===== src/rtl/strobe_decimator.sv =====
`default_nettype none
// +--------------------------------------------------------------------------+
// | Module   : strobe_decimator                                              |
// | Purpose  : Accumulates valid input samples between window-end strobes,   |
// |            scales the window sum by an arithmetic right shift, saturates |
// |            it to the output width and queues it in a first-word-fall-    |
// |            through FIFO drained through a valid/ready handshake.         |
// | Ports    : in_clk   - clock, rising edge                                 |
// |            rst      - asynchronous active-low reset                      |
// |            smp_stb  - one-cycle window-end strobe                        |
// |            din      - signed input sample, qualified by din_vld          |
// |            dout     - head-of-FIFO sample (0 when dout_vld = 0)          |
// |            dout_vld - FIFO not empty                                     |
// |            dout_rdy - consumer accepts dout this cycle                   |
// |            level    - registered FIFO occupancy                          |
// |            ovf      - sticky flag, a result was dropped                  |
// |            clr_ovf  - synchronous clear of ovf                           |
// | Revision : 1.0 - initial release                                         |
// +--------------------------------------------------------------------------+
module strobe_decimator #(
  parameter int DW    = 16,
  parameter int ACCW  = 24,
  parameter int SHIFT = 5,
  parameter int DEPTH = 4
) (
  input  logic                       in_clk,
  input  logic                       rst,
  input  logic                       smp_stb,
  input  logic signed [DW-1:0]       din,
  input  logic                       din_vld,
  output logic signed [DW-1:0]       dout,
  output logic                       dout_vld,
  input  logic                       dout_rdy,
  output logic [$clog2(DEPTH):0]     level,
  output logic                       ovf,
  input  logic                       clr_ovf
);

  localparam int AW = $clog2(DEPTH);

  localparam logic signed [ACCW-1:0] c_sat_max = ACCW'((64'sd1 <<< (DW - 1)) - 64'sd1);
  // -2^(DW-1) is the bitwise complement of 2^(DW-1)-1
  localparam logic signed [ACCW-1:0] c_sat_min = ~c_sat_max;
  localparam logic [AW:0]            c_depth   = (AW + 1)'(DEPTH);

  logic signed [ACCW-1:0] r_acc;
  logic signed [ACCW-1:0] w_din_ext;
  logic signed [ACCW-1:0] w_sum;
  logic signed [ACCW-1:0] w_shifted;
  logic signed [ACCW-1:0] w_sat;
  logic signed [DW-1:0]   w_res;

  logic signed [DW-1:0]   r_mem [DEPTH];
  logic [AW-1:0]          r_wr_ptr;
  logic [AW-1:0]          r_rd_ptr;
  logic [AW:0]            r_level;
  logic                   r_ovf;

  logic                   w_vld;
  logic                   w_full;
  logic                   w_pop;
  logic                   w_push_ok;
  logic                   w_drop;

  // ---------------------------------------------------------------- datapath
  assign w_din_ext = din_vld ? ACCW'(din) : '0;

  // A sample on the strobe cycle closes the current window.
  assign w_sum     = r_acc + w_din_ext;
  assign w_shifted = w_sum >>> SHIFT;

  always_comb begin
    w_sat = w_shifted;
    if (w_shifted > c_sat_max) begin
      w_sat = c_sat_max;
    end else if (w_shifted < c_sat_min) begin
      w_sat = c_sat_min;
    end
  end

  assign w_res = DW'(w_sat);

  always_ff @(posedge in_clk or negedge rst) begin
    if (!rst) begin
      r_acc <= '0;
    end else if (smp_stb) begin
      r_acc <= '0;
    end else if (din_vld) begin
      r_acc <= w_sum;
    end
  end

  // -------------------------------------------------------------------- FIFO
  // Full/empty come from the occupancy counter, never from pointer equality.
  assign w_vld     = (r_level != '0);
  assign w_full    = (r_level == c_depth);
  assign w_pop     = w_vld && dout_rdy;
  // When full, a same-cycle pop frees the slot the write pointer points at.
  assign w_push_ok = smp_stb && (!w_full || w_pop);
  assign w_drop    = smp_stb && !w_push_ok;

  always_ff @(posedge in_clk) begin
    if (w_push_ok) begin
      r_mem[r_wr_ptr] <= w_res;
    end
  end

  always_ff @(posedge in_clk or negedge rst) begin
    if (!rst) begin
      r_wr_ptr <= '0;
      r_rd_ptr <= '0;
      r_level  <= '0;
    end else begin
      if (w_push_ok) begin
        r_wr_ptr <= r_wr_ptr + 1'b1;
      end
      if (w_pop) begin
        r_rd_ptr <= r_rd_ptr + 1'b1;
      end
      case ({w_push_ok, w_pop})
        2'b10:   r_level <= r_level + 1'b1;
        2'b01:   r_level <= r_level - 1'b1;
        default: r_level <= r_level;
      endcase
    end
  end

  // Set has priority over clear.
  always_ff @(posedge in_clk or negedge rst) begin
    if (!rst) begin
      r_ovf <= 1'b0;
    end else if (w_drop) begin
      r_ovf <= 1'b1;
    end else if (clr_ovf) begin
      r_ovf <= 1'b0;
    end
  end

  // ----------------------------------------------------------------- outputs
  // Driven only from registers, so no path from dout_rdy, din or smp_stb.
  assign dout_vld = w_vld;
  assign dout     = w_vld ? r_mem[r_rd_ptr] : '0;
  assign level    = r_level;
  assign ovf      = r_ovf;

endmodule
`default_nettype wire


===== config.mk =====
export PLATFORM = sky130hd
export DESIGN_NAME = strobe_decimator
export DESIGN_NICKNAME = d
export VERILOG_FILES = /design/src/rtl/strobe_decimator.sv
export SDC_FILE = /design/constraint.sdc
export NUM_CORES = 1
export LEC_CHECK = 0
export CAP_MARGIN = 20
export CORE_AREA = 5 5 102 104
export CTS_CLUSTER_SIZE = 12
export DETAILED_ROUTE_END_ITERATION = 16
export DIE_AREA = 0 0 107 109
export PLACE_DENSITY = 0.84
export SLEW_MARGIN = 30
export SYNTH_ARGS = -nofsm -noshare
export SYNTH_HDL_FRONTEND = slang
export SYNTH_SLANG_ARGS = --single-unit

===== constraint.sdc =====
create_clock -name in_clk -period 4.05 [get_ports in_clk]
set_input_delay 0.81 -clock in_clk [delete_from_list [all_inputs] [get_ports in_clk]]
set_output_delay 0.81 -clock in_clk [all_outputs]
set_load 0.05 [all_outputs]

Word-level counts from Yosys, hierarchy flattened --
Memory sizes are Yosys's and may differ from the RTL's. Cells that the tools add are included.
Word-level totals: bits in registers 32, RAM bits 64, bits of input ports 22, output and inout bits 21, word-level logic and storage cells 37, memories 1
Operators by class: $add $sub $neg 5, magnitude comparators 2, equality and inequality tests 3, mux-type cells 11, reductions and logical operators 10
Memory list:
- r_mem | words 4, bits a word 16, rd ports 1, clocked after memory_dff 0, write ports 1, RTL line 53 | logic signed [DW-1:0] r_mem [DEPTH];
Operator list (count):
- $mux 24 | 3
- $mux 16 | 3
- $add 24x24->24 | 1
- $gt 19x16->1 const B | 1
- $lt 19x16->1 const B | 1
- $pmux 3 s2 | 1
- $reduce_bool 2->1 | 3
- $add 2x1->2 const B | 2
- $mux 1 | 4
- $add 3x1->3 const B | 1
- $eq 3x3->1 const B | 1
- $logic_and 1x1->1 | 3
- $reduce_bool 3->1 | 1
- $sub 3x1->3 const B | 1
- $eq 2x1->1 const B | 1
- $eq 2x2->1 const B | 1
- $logic_not 1->1 | 2
- $logic_or 1x1->1 | 1

Logic depth before layout (Yosys ltp) --
Gate-level depths: netlist of run 1.
word-level depth 7, gate-level depth with buffers 16

Least setup slack after synthesis of run 1 --
OpenSTA, ideal clock, no wires.
path type input to register, start point in din_vld, end point mem r_mem[0][10], data pin, setup time 0.285 ns, data arrival time 3.730 ns, data required time 3.765 ns, path slack 0.035 ns, stages 15, path buffers 5, path through buf_6 > clkbuf_1 > clkbuf_1 > and2_1 > ha_1 > buf_4 > a21oi_1 > o21ai_0 > a311oi_2 > a21oi_2 > o31a_2 > xnor2_2 > o31ai_4 > buf_6 > o21ai_0
Between the ends: cells in the longest elaborated chain, start to end 5, elaborated cells on any way between the ends 6, those cells by class add/sub: 1; order compare: 2; mux: 3
RTL lines:
- from (decl) | RTL line 30 | input logic din_vld,
- $mux 24 (*) | RTL line 66 | assign w_din_ext = din_vld ? ACCW'(din) : '0;
- $add 24x24->24 (*) | RTL line 69 | assign w_sum = r_acc + w_din_ext;
- $lt 19x16->1 | RTL line 76 | end else if (w_shifted < c_sat_min) begin
- $mux 16 | RTL line 76
- $mux 16 (*) | RTL line 74 | if (w_shifted > c_sat_max) begin
- net w_sat[10] | RTL line 50 | logic signed [ACCW-1:0] w_sat;
- to (decl) | RTL line 53
The timed path passes the listed nets; every way through them passes the cells marked *.

Worst setup path after layout of run 1 --
start point in din[0], end point mem r_mem[0][0], data pin
Between the ends: cells in the longest elaborated chain, start to end 5, elaborated cells on any way between the ends 6, those cells by class add/sub: 1; order compare: 2; mux: 3
RTL lines:
- from (decl) | RTL line 29 | input logic signed [DW-1:0] din,
- $mux 24 (*) | RTL line 66
- $add 24x24->24 (*) | RTL line 69
- $lt 19x16->1 | RTL line 76
- $mux 16 | RTL line 76
- $mux 16 (*) | RTL line 74
- net w_sat[0] | RTL line 50
Marks and branches as above.

==> results.json, run 1 <==
{
  "hold_violations": 0,
  "ys_seq_area_share_pct": 50.36,
  "clock_skew_ns": 0.008508,
  "drcViolationCount": 0,
  "ys_ff_latch": 96,
  "fin_nets": 591,
  "clock_latency_ns": 0.36,
  "cp_max_fo": 15,
  "layout-drive-gt1-share_pct": 19.38,
  "worst_pin_slew_ns": 0.7748,
  "avgViaCountPerCell": 5.797,
  "synth_ff_type": "edfxtp_1",
  "grt.busiest_layer": "met2",
  "ctsHoldBuffers": 0,
  "fmax_mhz": 270.2,
  "grt_pass1_wl_um": 20020,
  "htreeDepth": 3,
  "diodes": 0,
  "arrival_ns": 3.79,
  "holdCritPathClass": "reg2reg",
  "placed_area_um2": 6231,
  "grt_util_all_layers_pct": 22.14,
  "status": "complete, no violations",
  "grt_pass1_vias": 4113,
  "whs_path_depth": 2,
  "rsz0062_at_grt": "false",
  "core-area_um2": 9459,
  "root_buffer": "clkbuf_8",
  "ff2ff_path_depth": 12,
  "use_met3_pct": 2.724,
  "final_common_cell": "edfxtp_1",
  "critical_path_class": "in2reg",
  "startpoint_type": "input port",
  "power.density_nw_per_um2": 614.0,
  "grt_max_degree": 34,
  "clock-sinks": 96,
  "rows": 36,
  "drt_wl_total_um": 12070,
  "min_from": "ovf",
  "r2r_setup_slack_ns": 0.96,
  "synth_nets": 513,
  "io_buffer_count": 42,
  "syn_area_um2": 5406,
  "use_met1_pct": 28.26,
  "dr.pass1.iters": 5,
  "max_slew_margin_pct": 48.34,
  "gr-total-overflow": 0,
  "area.growth.synth_to_final_pct": 19.72,
  "finalSetupViolations": 0,
  "crit_required_ns": 4.14,
  "ant_nets": 0,
  "fin_crit_ns": 3.702,
  "design_area_um2": 6472,
  "synth_edf_count": 64,
  "maxCapViolations": 0,
  "cts_buffers": 9,
  "endpoint_kind": "flip-flop",
  "drt-wirelength-per-cell_um": 18.12,
  "rr_startpoint": "r_acc[0]",
  "gp_congestion": 0.9022,
  "setup_ws_ns": 0.3485,
  "mostFrequentLayoutCells": "64 x edfxtp_1, 47 x buf_4, 41 x clkdlybuf4s50_1",
  "die_x_um": 107,
  "vdd_drop_max_uv": 465.7,
  "yosys_warnings": 0,
  "reg2reg_to": "r_mem[0][0]",
  "cts_tree": "yes",
  "fp.dieH_um": 109,
  "syn-instance-count": 469,
  "drv_slew": 0,
  "ys_types": 62,
  "detailed_place_hpwl_um": 8729,
  "vias": 3861,
  "start_util_pct": 57.16,
  "pre_cts_slack_ns": -0.4405,
  "drtIter0Drc": 233,
  "synthArstFlopShare_pct": 33.33,
  "io_pins": 43,
  "fin_crit_sh_pct": 91.40,
  "clockBufferDepth": 2,
  "clk_pin_slew_ns": 0.09,
  "die-area_um2": 11660,
  "grt_use_met2_pct": 39.07,
  "syn_area_per_cell_um2": 11.53,
  "p_leak_nw": 2.543,
  "whs_endpoint": "ovf",
  "antenna_found_initial": 0
}
power by group:
part	leakage (nW)	switching, mW	internal (mW)
clock	0.0879	0.353	0.230
combinational	1.45	1.17	0.776
sequential	1.00	0.125	1.32
through the flow:
| stage | util [%] | cells | setup TNS [ns] | power (mW) | hold slack (ns) |
|---|---|---|---|---|---|
| floorplan | - | 469 | 0 | 2.768 | 0.4931 |
| detailed placement | 65.87 | 648 | -22.12 | 3.402 | 0.5230 |
| finish | 68.43 | 666 | 0 | 3.974 | 0.5359 |
| global route | 68.43 | 666 | 0 | 4.187 | 0.5665 |
| global placement | 65.87 | 648 | -10.85 | 3.309 | 0.5142 |
| CTS | 67.75 | 664 | 0 | 3.981 | 0.5450 |
cell type report:
| cell class | count | area [µm²] |
|---|---|---|
| Tap cell | 114 | 142.6 |
| Timing Repair Buffer | 93 | 838.3 |
| Multi-Input combinational cell | 336 | 2550 |
| Fill cell | 711 | 2987 |
| Clock inverter | 7 | 53.80 |
| Clock buffer | 9 | 123.9 |
| Inverter | 11 | 41.29 |
| Sequential cell | 96 | 2723 |
worst max-delay path by stage:
stage | depth (start not counted) | to | slack [ns] | from
global route | 14 | r_mem[0][0] | 0.19 | din[0]
CTS | 13 | r_mem[2][1] | 0.004 | din_vld
floorplan | 15 | r_mem[0][10] | 0.04 | din_vld
finish | 14 | r_mem[0][0] | 0.35 | din[0]
detailed placement | 13 | r_mem[1][4] | -0.44 | din_vld
global placement | 13 | r_mem[0][6] | -0.19 | din_vld
per-layer routing:
layer | vias to the layer above | wire length (µm) | part of all wire, %
met3 | 23 | 561 | 4.6
met2 | 106 | 6246 | 52
met5 | - | 0 | 0
li1 | 1869 | - | -
met1 | 1863 | 5015 | 42
met4 | 0 | 244 | 2.0
what timing repair did:
item | 4_1_cts | 5_1_grt
pin swaps | 0 | 1
gates resized for setup | 11 | 14
hold endpoints to repair | 0 | 0
setup endpoints to repair | 44 | 60
buffers inserted | 0 | 2
cells by family (layout without fill, tap and decap cells):
| family | after synthesis | after routing | share of synthesized area [%] |
|---|---|---|---|
| flip-flops | 96 | 96 | 50.36 |
| AO/OA/AOI/OAI | 107 | 107 | 13.24 |
| AND/OR/NAND/NOR | 149 | 149 | 14.05 |
| multiplexers | 24 | 24 | 8.146 |
| adder cells (fa/ha/maj) | 22 | 22 | 5.369 |
| XOR/XNOR | 34 | 34 | 5.647 |
| buffers and inverters | 37 | 120 | 3.194 |
cell usage after synthesis (8+ instances only):
| cell type | instances | share of area (%) |
|---|---|---|
| nand2_1 | 30 | 2.1 |
| nor3_1 | 8 | 0.74 |
| edfxtp_1 | 64 | 36 |
| xor2_1 | 8 | 1.3 |
| nor2_1 | 38 | 2.6 |
| and2_1 | 38 | 4.4 |
| mux4_2 | 16 | 6.7 |
| o21ai_0 | 39 | 3.6 |
| inv_1 | 9 | 0.62 |
| ha_1 | 20 | 4.6 |
| clkbuf_1 | 13 | 0.90 |
| nor2b_1 | 8 | 0.93 |
| dfrtp_1 | 32 | 15 |
| mux2i_1 | 8 | 1.5 |
| a21oi_1 | 21 | 1.9 |
| xnor2_1 | 25 | 4.0 |
critical path: stages:
cell and delay, ns:
clkdlybuf4s50_1 0.41, and2_1 0.17, ha_1 0.20, fa_1 0.43, a211oi_2 0.24, o21ai_1 0.13, nand4_1 0.12, a21oi_2 0.10
a221oi_2 0.24, o31a_2 0.23, xnor2_4 0.10, o31ai_4 0.29, buf_12 0.18, o21ai_1 0.13
flip-flops by register name (all words and copies together), names as in the netlist:
name,cells
r_mem,64
r_wr_ptr,2
ovf,1
level,3
r_acc,24
r_rd_ptr,2
Power figures use the tool's default switching activity.
==> run 2: changes to the inputs <==
Settings changed: GPL_TIMING_DRIVEN set to 0.
==> results.json, run 2 (synthesized netlist as in run 1, its figures left out) <==
{
  "cp_top_family": "compound AO/OA/AOI/OAI gates",
  "hold_violations": 0,
  "dr.pass1.iters": 5,
  "rsz0062_at_grt": "false",
  "gp_congestion": 0.8948,
  "area.growth.synth_to_final_pct": 15.78,
  "start_util_pct": 57.16,
  "die-area_um2": 11660,
  "rows": 36,
  "grt_util_all_layers_pct": 21.23,
  "ant_nets": 0,
  "root_buffer": "clkbuf_8",
  "critical_path_class": "in2reg",
  "crit_required_ns": 4.16,
  "crit_slowest_cell": "o31ai_4",
  "cts_buffers": 9,
  "grt_max_degree": 20,
  "clock_skew_ns": 0.006519,
  "p_leak_nw": 2.384,
  "drt_wl_total_um": 11710,
  "fin_crit_sh_pct": 95.77,
  "avgViaCountPerCell": 5.962,
  "ctsHoldBuffers": 0,
  "diodes": 0,
  "grt_pass1_vias": 3779,
  "cts_tree": "yes",
  "instances_no_fill": 639,
  "endpoint_kind": "flip-flop",
  "fmax_mhz": 257.8,
  "crit_path_cell_trace": "clkdlybuf4s50_1 -> and2_1 -> ha_1 -> buf_4 -> a21oi_1 -> o21ai_0 -> a311oi_2 -> a21oi_2 -> o31a_2 -> xnor2_2 -> o31ai_4 -> buf_6 -> o21ai_1",
  "clock_latency_ns": 0.38,
  "clockBufferDepth": 2,
  "vias": 3810,
  "drcViolationCount": 0,
  "placed_area_um2": 5972,
  "arrival_ns": 3.99,
  "startpoint_type": "input port",
  "pre_cts_slack_ns": -1.004,
  "layout-drive-gt1-share_pct": 14.86,
  "mostFrequentLayoutCells": "64 x edfxtp_1, 39 x clkdlybuf4s50_1, 38 x and2_1, 38 x nor2_1, 32 x dfrtp_1",
  "core-area_um2": 9459,
  "clk_pin_slew_ns": 0.10,
  "max_slew_margin_pct": 42.83,
  "htreeDepth": 3,
  "total_power_mw": 4.055,
  "r2r_setup_slack_ns": 0.75,
  "dpl.cell_count": 624,
  "antenna_found_initial": 0,
  "largest_reg_flops": 64,
  "maxCapViolations": 0,
  "fin_nets": 564,
  "die_x_um": 107,
  "cpPeakStageDelay_ns": 0.42,
  "io_pins": 43,
  "finalSetupViolations": 0,
  "setup_ws_ns": 0.1712,
  "vdd_drop_max_uv": 362.2,
  "drv_slew": 0,
  "top_register": "r_mem",
  "gr-total-overflow": 0,
  "cp_max_fo": 10,
  "detailed_place_hpwl_um": 8454,
  "design_area_um2": 6260,
  "fp.dieH_um": 109,
  "drtIter0Drc": 195,
  "clock-sinks": 96,
  "io_buffer_count": 40,
  "status": "complete, no violations",
  "final_common_cell": "edfxtp_1",
  "drt-wirelength-per-cell_um": 18.32,
  "fin_crit_ns": 3.879,
  "grt_pass1_wl_um": 18920,
  "setup_tns_ns": 0,
  "power.density_nw_per_um2": 647.7,
  "critPathBufInv": 3,
  "holdCritPathClass": "in2async",
  "worst_pin_slew_ns": 0.8575
}
## run 2: cell count changes in the layout (fill, tap and decap cells not counted), sizes merged
| cell | previous run | this run |
|---|---|---|
| clkdlybuf4s50 | 41 | 39 |
| clkinvlp | 2 | 0 |
| buf | 51 | 16 |
| clkbuf | 9 | 20 |
| bufinv | 0 | 2 |
| dlymetal6s2s | 1 | 0 |
## run 2: final cells by class
class / instances / area, µm²
multi-input cells: 336 / 2569
clock buffers: 9 / 123.9
fillers: 722 / 3199
inverters: 11 / 41.29
plain buffers: 24 / 130.1
clock inverters: 7 / 100.1
flip-flops and latches: 96 / 2723
repair buffers: 42 / 430.4
well taps: 114 / 142.6
## run 2: final timing paths
check                           from  cells after the start          end
max                          din[11]                     13  r_mem[3][9]
min reg2reg                      ovf                      2          ovf
min in group in_clk              ovf                      2          ovf
min                              rst                      1    r_acc[20]
max reg2reg                r_acc[11]                     11  r_mem[3][9]
max in group asynchronous        rst                      2  r_rd_ptr[0]
## run 2: stage by stage
stage	util, %	hold slack (ns)
after floorplan	-	0.4931
after global placement	62.90	0.5123
after detailed placement	63.13	0.5232
after CTS	65.69	0.3758
after global routing	66.18	0.3881
final	66.18	0.3671
## run 2: where the power goes
group | leakage [nW] | internal (mW) | switching (mW)
sequential | 1.00 | 1.32 | 0.103
clock | 0.115 | 0.355 | 0.364
combinational | 1.27 | 0.730 | 1.18
total | 2.38 | 2.41 | 1.65
## run 2: repair_timing
action | in CTS | in global routing
resized for setup | 17 | 17
buffers inserted | 0 | 1
cloned | 0 | 0
endpoints found under the setup margin | 68 | 68
hold endpoints to repair | 0 | 0
pin swaps | 0 | 2
## run 2: routing by layer
layer	share of wire [%]	global-route usage, %	wire length [µm]
met1	43	27.11	5029
met2	51	36.78	5931
met3	4.5	3.493	529
met4	1.9	7.763	218
met5	0	0	0
==> variant, RTL diff (config.mk and constraints of run 1) <==
`DW`: 16 -> 32.
--- a/src/rtl/strobe_decimator.sv
+++ b/src/rtl/strobe_decimator.sv
@@ -18,7 +18,7 @@
 // | Revision : 1.0 - initial release                                         |
 // +--------------------------------------------------------------------------+
 module strobe_decimator #(
-  parameter int DW    = 16,
+  parameter int DW    = 32,
   parameter int ACCW  = 24,
   parameter int SHIFT = 5,
   parameter int DEPTH = 4
Ports: changed (resized din and dout); port bits go from 43 to 75. The function was not compared with the original's and may differ.
==> variant against run 1 <==
  * Wire length grew 1.3%
  * Final area rose by 6.8%
  * First-iteration DRC count fell by 20%
  * Worst setup slack gained 0.072 ns
  * Sequential share of layout area grew 2.5 points
  * Sequential cell count rose by 12
  * Clock skew about the same
  * Clock power grew 8.4%
  * Power rose by 20%
  * Critical endpoint is now dout[20]
  * Cell count fell by 0.30%
  * Area after synthesis grew 11%
  * Sequential power is 7% higher
==> variant: results (changes against run 1) <==
drt_first_iter_violations: 186  # -20%
clk_pin_slew_worst_paths_ns: 0.11  # +0.02 ns
fin_nets: 612  # +3.6%
ys_types: 57  # -8.1%
synth_edf_count: 76  # +19%
htree_levels: 3  # unchanged
tightest_slew_ns: 0.664  # -0.111 ns
nClkBuffers: 10  # +1
grt_pass1_wl_mm: 19.9  # -0.69%
grt_use_met1_pct: 26.0  # -2.3 points
synth_top_cells_by_count: "edfxtp_1 (76), and2_1 (46), dfrtp_1 (32), nor2_1 (32), xnor2_1 (32)"
grt_usage_pct: 21.8  # -0.32 points
cts_resized: 0  # -11
clkCellAreaFrac_pct: 2.66  # -0.085 points
grt_pass1_vias: 4094  # -0.46%
grt_max_degree: 33  # -2.9%
cts_buffer_depth: 2  # unchanged
synth_area_leaders: "edfxtp_1 (38%), dfrtp_1 (13%), mux4_2 (7.2%)"
cp_max_fo: 22  # +7
clock_skew_ns: 0.00842  # -0.0000848 ns
async_flop_share_pct: 29.6  # -3.7 points
reg2regPathDepth: 9  # -3
seq_area_frac_synth_pct: 51.6  # +1.2 points
avgRoutedWirePerCell_um: 18.4  # +1.6%
drtAntennaViolNets: 0  # unchanged
fill_cells: 631  # -11%
largest_register_ffs: 76  # +19%
max_stage_delay_ns: 0.90  # +0.47 ns
io_buffers: 66  # +57%
p_leak_uw: 0.00269  # +5.9%
multi_input_gates: 332  # -1.2%
register_area_um2: 3080  # +13%
synth_nets: 551  # +7.4%
signal_buffers: 84  # -9.7%
multiInputGateArea_um2: 2660  # +4.5%
hpwl_mm: 8.59  # -1.5%
inverters: 10  # -1
routabilityCongestion: 0.901  # about the same
nonClkBufAreaFrac_pct: 11.6  # -1.3 points
cp_slowest_cell: "clkdlybuf4s50_1"
worst-endpoint-arrival_ns: 2.82  # -0.97 ns
outcome: "completed"
ir_drop_uv: 508  # +9.2%
layout-drive-gt1-share_pct: 10.5  # -8.8 points
vias: 3976  # +3.0%
grt_use_met3_pct: 3.14  # +0.41 points
grt_use_met2_pct: 40.3  # +1.3 points
-- variant: changes by cell type after synthesis, sizes merged, moves of 7 or more --
cell    change
edfxtp     +12
o21ai      -27
buf        +10
nand2       -7
and2        +8
ha          +7
-- variant: critical path, delay by kind of cell, from the launching register on --
family                 cells  cell delay [ns]
buffers and inverters      1             0.90
AND/OR/NAND/NOR            2             1.06
flip-flops                 1             0.48
-- variant: cells by family (layout without fill, tap and decap cells) --
kind of cell / after synthesis / in the layout / synth area share, %
XOR/XNOR: 40 / 40 / 5.86
adder cells (fa/ha/maj): 29 / 29 / 6.32
AND/OR/NAND/NOR: 146 / 146 / 12.9
AO/OA/AOI/OAI: 85 / 85 / 10.1
flip-flops: 108 / 108 / 51.6
buffers and inverters: 44 / 110 / 3.96
multiplexers: 32 / 32 / 9.36
-- variant: power by group --
group	internal (uW)	switching (uW)
logic	955	1630
registers	1430	127
clock network	237	396
total	2620	2160
-- variant: final timing paths --
kind,from,end,slack (ns)
worst min register to register,r_acc[21],r_acc[21],0.50
max in group asynchronous,rst,r_acc[13],2.90
worst max register to register,r_acc[0],r_acc[22],1.08
worst max-delay path,level[1],dout[20],0.42
min in group asynchronous,rst,r_acc[16],0.82
worst min-delay path,r_acc[21],r_acc[21],0.50
-- variant: per-stage QoR --
step | instance area, um2 | setup slack (ns) | std cells
CTS | 6910 | 0.403 | 664
global placement | 6730 | 0.271 | 648
global route | 6910 | 0.247 | 664
floorplan | 5980 | 0.584 | 484
finish | 6910 | 0.421 | 664
detailed placement | 6730 | 0.179 | 648
-- variant: per-layer routing --
layer,vias to the layer above,routed length (um)
met4,0,240
met3,21,487
met5,-,0
li1,1889,-
met1,1955,4920
met2,111,6580
